===== config.mk =====
export PLATFORM = sky130hd
export DESIGN_NAME = lfsr16
export DESIGN_NICKNAME = d
export VERILOG_FILES = /design/src/rtl/axis_test_pkg.sv /design/src/rtl/lfsr16.sv
export SDC_FILE = /design/constraint.sdc
export NUM_CORES = 1
export LEC_CHECK = 0
export CELL_PAD_IN_SITES_DETAIL_PLACEMENT = 1
export CELL_PAD_IN_SITES_GLOBAL_PLACEMENT = 1
export CORE_MARGIN = 3
export CORE_UTILIZATION = 36
export DETAILED_ROUTE_END_ITERATION = 16
export PLACE_DENSITY = 0.74
export SLEW_MARGIN = 20
export SYNTH_ARGS = -nofsm -noshare
export SYNTH_HDL_FRONTEND = slang
export SYNTH_SLANG_ARGS = --single-unit

===== constraint.sdc =====
create_clock -name aclk -period 1.3 [get_ports aclk]
set_input_delay 0.13 -clock aclk [delete_from_list [all_inputs] [get_ports aclk]]
set_output_delay 0.13 -clock aclk [all_outputs]
set_load 0.01 [all_outputs]

===== src/rtl/axis_test_pkg.sv =====
// Shared types and helpers for the AXI4-Stream test generators and checkers.
package axis_test_pkg;

  typedef enum logic [1:0] {IDLE, SYNC, CHECK} chk_state_t;

  // Feedback polynomial x^16 + x^14 + x^13 + x^11, MSB-first mask.
  localparam logic [15:0] LFSR16_TAPS = 16'hB400;

  // One Fibonacci step, shifting right: the feedback bit enters at bit 15,
  // taken from the state bits that mirror the tap mask (bits 0, 2, 3, 5).
  function automatic logic [15:0] lfsr16_step(input logic [15:0] s);
    logic fb;
    fb = 1'b0;
    for (int i = 0; i < 16; i++) begin
      if (LFSR16_TAPS[15-i]) fb = fb ^ s[i];
    end
    return {fb, s[15:1]};
  endfunction

endpackage


===== src/rtl/lfsr16.sv =====
// 16-bit Fibonacci LFSR that advances only while en is high.
module lfsr16
  import axis_test_pkg::*;
#(
  parameter logic [15:0] SEED = 16'hACE1
) (
  input  logic        aclk,
  input  logic        aresetn,
  input  logic        en,
  output logic [15:0] state
);

  // State register: load the seed on reset, step while enabled, else hold.
  always_ff @(posedge aclk or negedge aresetn) begin
    if (!aresetn)  state <= SEED;
    else if (en)   state <= lfsr16_step(state);
  end

endmodule


# == Word level (Yosys, flattened, before mapping) ==
# Cells that the tools add are included.
# Widths: inputs -> output; s select.
# word_totals
out_inout_bits,16
inputBits,3
ff_bits,16
# classes
mux,3
bitwise_logic,3
# ops
op,n
$mux 1,3
$xor 1x1->1,3

# == Logic depth before layout (Yosys ltp) ==
# Gate-level depths: netlist (run 1).
# depth
word_depth,6
depth_mapped,4
mapped_depth_nobuf,3

# == Worst setup path after synthesis (run 1) ==
# No wires, ideal clock.
# synth_path
kind,register to register
start,register state[5]
end,register state[15]
required_ns,1.227
path_stages_with_launch,4
period_less_slack_ns,0.982
t_arrival_ns,0.909
path_slack_ns,0.318
cell_sequence,dfstp_2 -> xnor2_1 -> xnor2_1 -> a21oi_1
# synth_via
elab_chain_cells,1
# synth_lines
item,line_no,source
start: declaration,lfsr16.sv:10,output logic [15:0] state
start signal: assignment,lfsr16.sv:16,else if (en) state <= lfsr16_step(state);
$xor 1x1->1,axis_test_pkg.sv:15,if (LFSR16_TAPS[15-i]) fb = fb ^ s[i];
# No other way between the ends.
# A chain may end at the register's enable or synchronous reset.

# == Worst setup path in the final report (run 1) ==
# layout_path
start,register state[10]
end,output port state[10]
# No word-level cell between the ends.

==> results of run 1 <==
routing by layer:
metal / vias up / share of wire (%)
met4: 0 / 0.72
met5: - / 0
met3: 2 / 6.1
met1: 194 / 46
li1: 176 / -
met2: 10 / 47
metrics by stage:
stage	utilization [%]	cells	instance area (um2)	power [mW]
floorplan	-	38	676	1.62
global placement	51.0	82	891	2.23
detailed placement	51.0	82	891	2.26
CTS	51.7	86	902	2.36
global route	51.8	86	905	2.48
finish	51.8	86	905	2.30
final cells by class:
type,count,area share (%)
clock buffers,3,2.49
flip-flops and latches,16,45.4
repair buffers,22,22.8
well taps,25,3.46
multi-input cells,20,25.9
power by group through the flow:
stage | logic [mW] | registers [mW] | clock network (mW)
floorplan | 0.452 | 1.17 | 0
global placement | 1.16 | 1.06 | 0
detailed placement | 1.19 | 1.07 | 0
CTS | 1.06 | 1.04 | 0.253
global route | 1.11 | 1.09 | 0.286
finish | 1.03 | 1.03 | 0.236
worst max-delay path by stage:
stage | endpoint | slack, ps | depth (start not counted)
floorplan | state[15] | 320 | 3
global placement | state[3] | 30 | 3
detailed placement | state[2] | 20 | 3
CTS | state[3] | 3 | 1
global route | state[10] | 20 | 1
finish | state[10] | 80 | 1
cell usage in the layout, fill, tap and decap left out, drive strengths merged:
cell type and count:
xnor2 3, dfstp 8, mux2 15, dfrtp 8
dlymetal6s2s 1, nor2 1, dlygate4sd2 15, clkbuf 3
a21oi 1, buf 4, clkdlybuf4s50 2
cell families after synthesis:
logic type / Yosys count / share of synthesized area (%)
simple gates: 1 / 0.555
xor+xnor: 3 / 3.89
buf+inv: 2 / 4.63
flops: 16 / 60.7
mux: 15 / 29.4
compound gates: 1 / 0.740
repair_timing:
action / in CTS / in global routing
setup endpoints to repair: 16 / 1
setup buffers: 1 / 0
resized for setup: 15 / 1
==> flow_summary.json, run 1 <==
{
  "status": "finished, final reports clean",
  "global_route.overflow_total": 0,
  "p_switching_mw": 0.707,
  "p_seq_share_pct": 44.9,
  "power.internal_mw": 1.60,
  "highest_clock_rate_mhz": 818,
  "synth_area_leader_cell": "sky130_fd_sc_hd__dfstp_2",
  "setup_repair_after_global_routing_missed_its_margin": "no",
  "grt_first_pass_wirelength_um": 1950,
  "count_of_nets_left_with_antenna_violations_after_detail_routing": 0,
  "final_critical_path_setup_slack_ps": 78.1,
  "dieHeight_um": 49.3,
  "power_density_mw_per_mm2": 2550,
  "finalSetupViolCount": 0,
  "final.min_clock_period_ps": 1220,
  "path_max_fanout": 3,
  "crit_path_top_delay_cell": "sky130_fd_sc_hd__dfstp_2",
  "cp_data_arrival_time_ps": 1090,
  "timing_worst_setup_path_type": "flop to primary output",
  "final.fill_count": 194,
  "netlist_top_cells_area": "sky130_fd_sc_hd__dfstp_2 (31%), sky130_fd_sc_hd__dfrtp_1 (30%), sky130_fd_sc_hd__mux2_4 (18%), sky130_fd_sc_hd__mux2_2 (12%), sky130_fd_sc_hd__xnor2_1 (3.9%)",
  "grt_antenna_before_repair": 0,
  "registers.top_by_ff_count": "state",
  "share_clk_of_total_power_pct": 10.3,
  "route.detailed.vias_per_inst": 4.44,
  "drv_cap": 0,
  "place.detailed.hpwl_um": 812,
  "timing.final.hold_violations": 0,
  "nets": 66,
  "hold_class": "input port to asynchronous set/reset pin",
  "area_taken_by_multi_input_logic_gates_um2": 234,
  "switching_share_pct": 30.7,
  "synth_nets": 41,
  "clock-sinks": 16,
  "p_comb_share_pct": 44.9,
  "first_global_vias": 408,
  "crit-reg2reg-capture": "state[15]",
  "cts.hold.buffers_added": 0,
  "peakVddDrop_mv": 1.14,
  "first_iter_violations": 2,
  "yosys_warnings": 0,
  "dieArea_mm2": 0.00243,
  "synth-edff-count": 0,
  "synth_cell_type_count": 9,
  "postSynth.topFlopCell": "sky130_fd_sc_hd__dfstp_2",
  "cts_inserted_buffers": 3,
  "ctsRootBufferMaster": "sky130_fd_sc_hd__clkbuf_4",
  "element_type_at_the_critical_path_start": "flop",
  "regArea_um2": 410,
  "synth.ff_latch_count": 16,
  "period_share_pct": 94.0,
  "routed-via-count": 382,
  "reg2reg_from": "state[5]",
  "globalRouteMet1Util_pct": 13.0,
  "rr_worst_depth": 4,
  "track_usage_pct": 10.7,
  "pin_count_of_the_biggest_net_entering_global_routing": 18,
  "final.hold.worst_slack_ps": 173,
  "clkTransAtPathRegs_ps": 80,
  "total_leakage_power_nw": 0.415,
  "cell_area_after_synthesis_um2": 676,
  "max_stage_delay_ps": 550,
  "largest_register_ff_count": 16,
  "number_of_pins_with_negative_max_slew_slack_in_the_final_report": 0,
  "worst_slew_pin_slew_ps": 204,
  "worst-path-buf-inv": 1,
  "grt_util_met2_pct": 17.6,
  "clock_tree.htree_level_count": 1,
  "tritoncts": "done",
  "drt_pre_antenna_iters": 3,
  "skew_ps": 1.47,
  "synth.top_cell.area_share_pct": 31.1,
  "synth.top_cells.by_count": "sky130_fd_sc_hd__dfrtp_1 (8), sky130_fd_sc_hd__dfstp_2 (8), sky130_fd_sc_hd__mux2_4 (8), sky130_fd_sc_hd__mux2_2 (7), sky130_fd_sc_hd__xnor2_1 (3)",
  "synth_area_per_cell_um2": 17.8,
  "io-pin-count": 19,
  "crit_path_launch": "state[10]",
  "dp_worst_setup_slack_ps": 22.0,
  "clkLatencyLatePin_ps": 270,
  "setup.worst_path.end_class": "primary output",
  "floorplan.die.width_um": 49.3,
  "total_of_buffers_placed_on_input_and_output_ports": 18,
  "critical_path_required_ps": 1170,
  "num_antenna_cells": 0,
  "setup_tns_ps": 0,
  "route.final.wire_length_um": 1110,
  "drt_drc_violations_left": 0,
  "clk_path_buf_depth": 2,
  "core-area_mm2": 0.00175,
  "top_regs": "state (16)",
  "flow.area_growth_from_synthesis_pct": 33.9,
  "slew_headroom_pct": 86.4,
  "share_of_cells_above_drive_strength_1_pct": 49.2,
  "ys_async_sr_fraction_pct": 100,
  "grtUsageMet3_pct": 3.98,
  "r2r_setup_slack_ps": 210,
  "floorplan.initialDensity_pct": 38.7,
  "yosysSeqAreaShare_pct": 60.7,
  "worst_path_dominant_cell_family": "flip-flops",
  "wl_per_cell_um": 12.9,
  "placementRows": 15,
  "post_synth_inst_count": 38,
  "gp_congestion": 0.610,
  "crit_path_cell_trace": "dlygate4sd2_1",
  "grt-busiest-layer": "met2"
}
Note: power is estimated with default switching activity, not from simulation.
==> run 2: changes to the inputs <==
GPL_TIMING_DRIVEN = 0   (was not set)
==> flow_summary.json, run 2 (same netlist as run 1, synthesis figures left out) <==
{
  "route.detailed.vias_per_inst": 4.56,
  "finalSetupViolCount": 0,
  "wl_per_cell_um": 12.9,
  "total_leakage_power_nw": 0.419,
  "mostFrequentLayoutCells": "sky130_fd_sc_hd__dlygate4sd2_1 (13), sky130_fd_sc_hd__mux2_4 (8), sky130_fd_sc_hd__dfstp_2 (8), sky130_fd_sc_hd__dfrtp_1 (8), sky130_fd_sc_hd__mux2_2 (7)",
  "r2r_setup_slack_ps": 190,
  "crit-reg2reg-capture": "state[15]",
  "dieArea_mm2": 0.00243,
  "num_antenna_cells": 0,
  "period_share_pct": 95.9,
  "number_of_pins_with_negative_max_slew_slack_in_the_final_report": 0,
  "first_iter_violations": 3,
  "cts_inserted_buffers": 3,
  "skew_ps": 6.40,
  "clock_tree.htree_level_count": 1,
  "power_density_mw_per_mm2": 2630,
  "worst_slew_pin_slew_ps": 670,
  "tritoncts": "done",
  "drv_cap": 0,
  "core-area_mm2": 0.00175,
  "flow.area_growth_from_synthesis_pct": 37.2,
  "drt_drc_violations_left": 0,
  "status": "finished, final reports clean",
  "critical_path_required_ps": 1170,
  "crit_path_top_delay_cell": "sky130_fd_sc_hd__dfstp_2",
  "reg2reg_from": "state[5]",
  "clock-sinks": 16,
  "drt_pre_antenna_iters": 2,
  "hold_class": "input port to flop",
  "element_type_at_the_critical_path_start": "flop",
  "holdCritStartpoint": "en",
  "registers.top_by_ff_count": "state",
  "worst-path-buf-inv": 1,
  "layout_commonest_cell": "sky130_fd_sc_hd__dlygate4sd2_1",
  "total_of_buffers_placed_on_input_and_output_ports": 17,
  "slew_headroom_pct": 55.2,
  "cts.hold.buffers_added": 0,
  "max_stage_delay_ps": 560,
  "route.final.wire_length_um": 1140,
  "floorplan.initialDensity_pct": 38.7,
  "min_delay_worst_endpoint": "state[12]",
  "clk_path_buf_depth": 2,
  "pin_count_of_the_biggest_net_entering_global_routing": 17,
  "dieHeight_um": 49.3,
  "setup.worst_path.end_class": "primary output",
  "io-pin-count": 19,
  "rr_worst_depth": 4,
  "placementRows": 15,
  "share_of_cells_above_drive_strength_1_pct": 52.4,
  "gp_congestion": 0.621,
  "final.hold.worst_slack_ps": 139,
  "nets": 67,
  "timing_worst_setup_path_type": "flop to primary output",
  "grt_first_pass_wirelength_um": 2060,
  "first_global_vias": 407,
  "final.min_clock_period_ps": 1250,
  "min_path_cells": 2,
  "grt_antenna_before_repair": 0,
  "largest_register_ff_count": 16,
  "track_usage_pct": 11.6,
  "floorplan.die.width_um": 49.3,
  "count_of_nets_left_with_antenna_violations_after_detail_routing": 0,
  "setup_tns_ps": 0,
  "clkLatencyLatePin_ps": 290,
  "routed-via-count": 401,
  "timing.final.hold_violations": 0,
  "clkTransAtPathRegs_ps": 100,
  "ctsRootBufferMaster": "sky130_fd_sc_hd__clkbuf_4",
  "path_max_fanout": 3,
  "cp_data_arrival_time_ps": 1120,
  "worst_path_dominant_cell_family": "flip-flops",
  "highest_clock_rate_mhz": 802,
  "peakVddDrop_mv": 1.14,
  "setup_repair_after_global_routing_missed_its_margin": "no",
  "crit_path_cell_trace": "dlygate4sd2_1",
  "global_route.overflow_total": 0,
  "top_regs": "state (16)"
}
-- run 2: metrics by stage --
step,utilization [%],power [mW],setup WS (ps),instances,cell area (um2)
2_1_floorplan,-,1.62,318,38,676
3_3_place_gp,50.3,2.20,81.2,80,877
3_5_place_dp,50.3,2.23,74.8,80,877
4_1_cts,52.1,2.44,24.6,86,910
5_1_grt,53.1,2.63,5.84,88,927
6_report,53.1,2.44,52.9,88,927
-- run 2: area by class of cell --
type | count | area [um2]
fillers | 176 | 818
flip-flops and latches | 16 | 410
multi-input cells | 20 | 234
repair buffers | 21 | 184
clock buffers | 4 | 36.3
plain buffers | 2 | 31.3
well taps | 25 | 31.3
-- run 2: worst max-delay path by stage --
stage / from / end / slack [ps] / cells after the start
6_report: state[10] / state[10] / 50 / 1
5_1_grt: state[6] / state[6] / 6 / 1
4_1_cts: state[5] / state[5] / 20 / 1
3_5_place_dp: state[5] / state[5] / 70 / 1
3_3_place_gp: state[5] / state[5] / 80 / 1
2_1_floorplan: state[5] / state[15] / 320 / 3
-- run 2: routing by layer --
metal / wire length [um] / GRT usage [%] / part of all wire, %
met1: 496 / 13.5 / 44
met2: 545 / 17.9 / 48
met3: 72 / 4.59 / 6.3
met4: 19 / 7.11 / 1.7
met5: 0 / 0 / 0
-- run 2: power by group --
part           switching [mW]  internal (mW)  total, mW
combinational           0.398          0.682       1.08
sequential              0.180          0.847       1.03
clock                   0.163          0.171      0.334
total                   0.740           1.70       2.44
-- run 2: timing repair --
action	CTS	global route
gates resized for setup	17	2
endpoints found under the setup margin	16	3
buffers inserted	2	2
hold endpoints to repair	0	0
==> run 3: changes to the inputs <==
CORE_UTILIZATION = 37   (was 36)
PLACE_DENSITY = 0.76   (was 0.74)
==> flow_summary.json, run 3 (same netlist as run 1, synthesis figures left out) <==
{
  "setup_repair_after_global_routing_missed_its_margin": "no",
  "reg2reg_from": "state[2]",
  "timing.final.hold_violations": 0,
  "finalSetupViolCount": 0,
  "number_of_pins_with_negative_max_slew_slack_in_the_final_report": 0,
  "fin_area_um2": 911,
  "first_iter_violations": 0,
  "grt_antenna_before_repair": 0,
  "hold_class": "input port to flop",
  "grt_first_pass_wirelength_um": 2030,
  "flow.area_growth_from_synthesis_pct": 34.8,
  "largest_register_ff_count": 16,
  "grtUsageMet3_pct": 3.07,
  "tritoncts": "done",
  "mostFrequentLayoutCells": "sky130_fd_sc_hd__dlygate4sd2_1 (13), sky130_fd_sc_hd__mux2_4 (8), sky130_fd_sc_hd__dfstp_2 (8), sky130_fd_sc_hd__dfrtp_1 (8), sky130_fd_sc_hd__mux2_2 (7)",
  "cts_inserted_buffers": 3,
  "dieHeight_um": 48.7,
  "globalRouteMet1Util_pct": 13.6,
  "holdCritStartpoint": "en",
  "grt_util_met2_pct": 18.6,
  "peakVddDrop_mv": 1.02,
  "crit_path_top_delay_cell": "sky130_fd_sc_hd__dfstp_2",
  "worst_slew_pin_slew_ps": 696,
  "registers.top_by_ff_count": "state",
  "clk_path_buf_depth": 2,
  "period_share_pct": 95.6,
  "slew_headroom_pct": 53.4,
  "count_of_nets_left_with_antenna_violations_after_detail_routing": 0,
  "pin_count_of_the_biggest_net_entering_global_routing": 17,
  "track_usage_pct": 11.7,
  "drt_drc_violations_left": 0,
  "status": "finished, final reports clean",
  "num_antenna_cells": 0,
  "element_type_at_the_critical_path_start": "flop",
  "dieArea_mm2": 0.00237,
  "setup_tns_ps": 0,
  "layout_commonest_cell": "sky130_fd_sc_hd__dlygate4sd2_1",
  "nets": 65,
  "global_route.overflow_total": 0,
  "path_max_fanout": 3,
  "crit_path_cell_trace": "dlygate4sd2_1",
  "placementRows": 14,
  "place.detailed.hpwl_um": 864,
  "highest_clock_rate_mhz": 805,
  "timing_worst_setup_path_type": "flop to primary output",
  "share_of_cells_above_drive_strength_1_pct": 50.8,
  "min_path_cells": 2,
  "wl_per_cell_um": 14.3,
  "clkTransAtPathRegs_ps": 90,
  "clkLatencyLatePin_ps": 290,
  "setup.worst_path.end_class": "primary output",
  "worst_path_dominant_cell_family": "flip-flops",
  "top_regs": "state (16)",
  "ctsRootBufferMaster": "sky130_fd_sc_hd__clkbuf_4",
  "final.min_clock_period_ps": 1240,
  "first_global_vias": 430,
  "r2r_setup_slack_ps": 270,
  "total_leakage_power_nw": 0.410,
  "critical_path_required_ps": 1170,
  "cts.hold.buffers_added": 0,
  "crit-reg2reg-capture": "state[15]",
  "grt-busiest-layer": "met2",
  "rr_worst_depth": 4,
  "max_stage_delay_ps": 560,
  "floorplan.die.width_um": 48.7,
  "route.final.wire_length_um": 1220,
  "clock-sinks": 16,
  "route.detailed.vias_per_inst": 4.52,
  "core-area_mm2": 0.00161,
  "floorplan.initialDensity_pct": 41.9,
  "worst-path-buf-inv": 1,
  "min_delay_worst_endpoint": "state[0]",
  "skew_ps": 3.91,
  "placement.cell_area_um2": 876,
  "drt_pre_antenna_iters": 1,
  "drv_cap": 0,
  "routed-via-count": 384,
  "cp_data_arrival_time_ps": 1110,
  "power_density_mw_per_mm2": 2650,
  "io-pin-count": 19,
  "total_of_buffers_placed_on_input_and_output_ports": 17,
  "gp_congestion": 0.648,
  "clock_tree.htree_level_count": 1
}
## run 3: through the flow
stage	util (%)	power, mW	hold WS, ps	setup WS, ps	std cells
3_5_place_dp	54.3	2.24	446	94.8	79
4_1_cts	56.3	2.45	133	25.8	85
3_3_place_gp	54.3	2.20	442	83.0	79
2_1_floorplan	-	1.62	-166	318	38
6_report	56.5	2.42	141	57.6	85
5_1_grt	56.5	2.58	126	2.70	85
## run 3: how the worst max path moves through the flow
stage             start         to  cells after the start
4_1_cts        state[5]   state[5]                      1
2_1_floorplan  state[5]  state[15]                      3
3_5_place_dp   state[5]   state[5]                      1
3_3_place_gp   state[5]   state[5]                      1
6_report       state[0]   state[0]                      1
5_1_grt        state[6]   state[6]                      1
## run 3: where the power goes
part | switching, mW | leakage (nW) | internal, mW
clock network | 0.158 | 0.0210 | 0.171
registers | 0.201 | 0.177 | 0.848
logic | 0.393 | 0.212 | 0.644
total | 0.752 | 0.410 | 1.66
## run 3: cell type report
type	count	area, um2
fillers	166	701
flip-flops and latches	16	410
multi-input cells	20	234
repair buffers	19	169
clock buffers	4	36.3
plain buffers	2	31.3
well taps	24	30.0
## run 3: layer usage
layer / wire length (um) / vias to the layer above
met5: 0 / -
met2: 566 / 15
met1: 552 / 190
met3: 64 / 3
met4: 36 / 0
li1: - / 176
## run 3: what timing repair did
action / CTS / global route
pin swaps: 0 / 0
buffers inserted: 2 / 0
endpoints found under the hold margin: 0 / 0
resized for setup: 16 / 3
setup endpoints to repair: 16 / 3
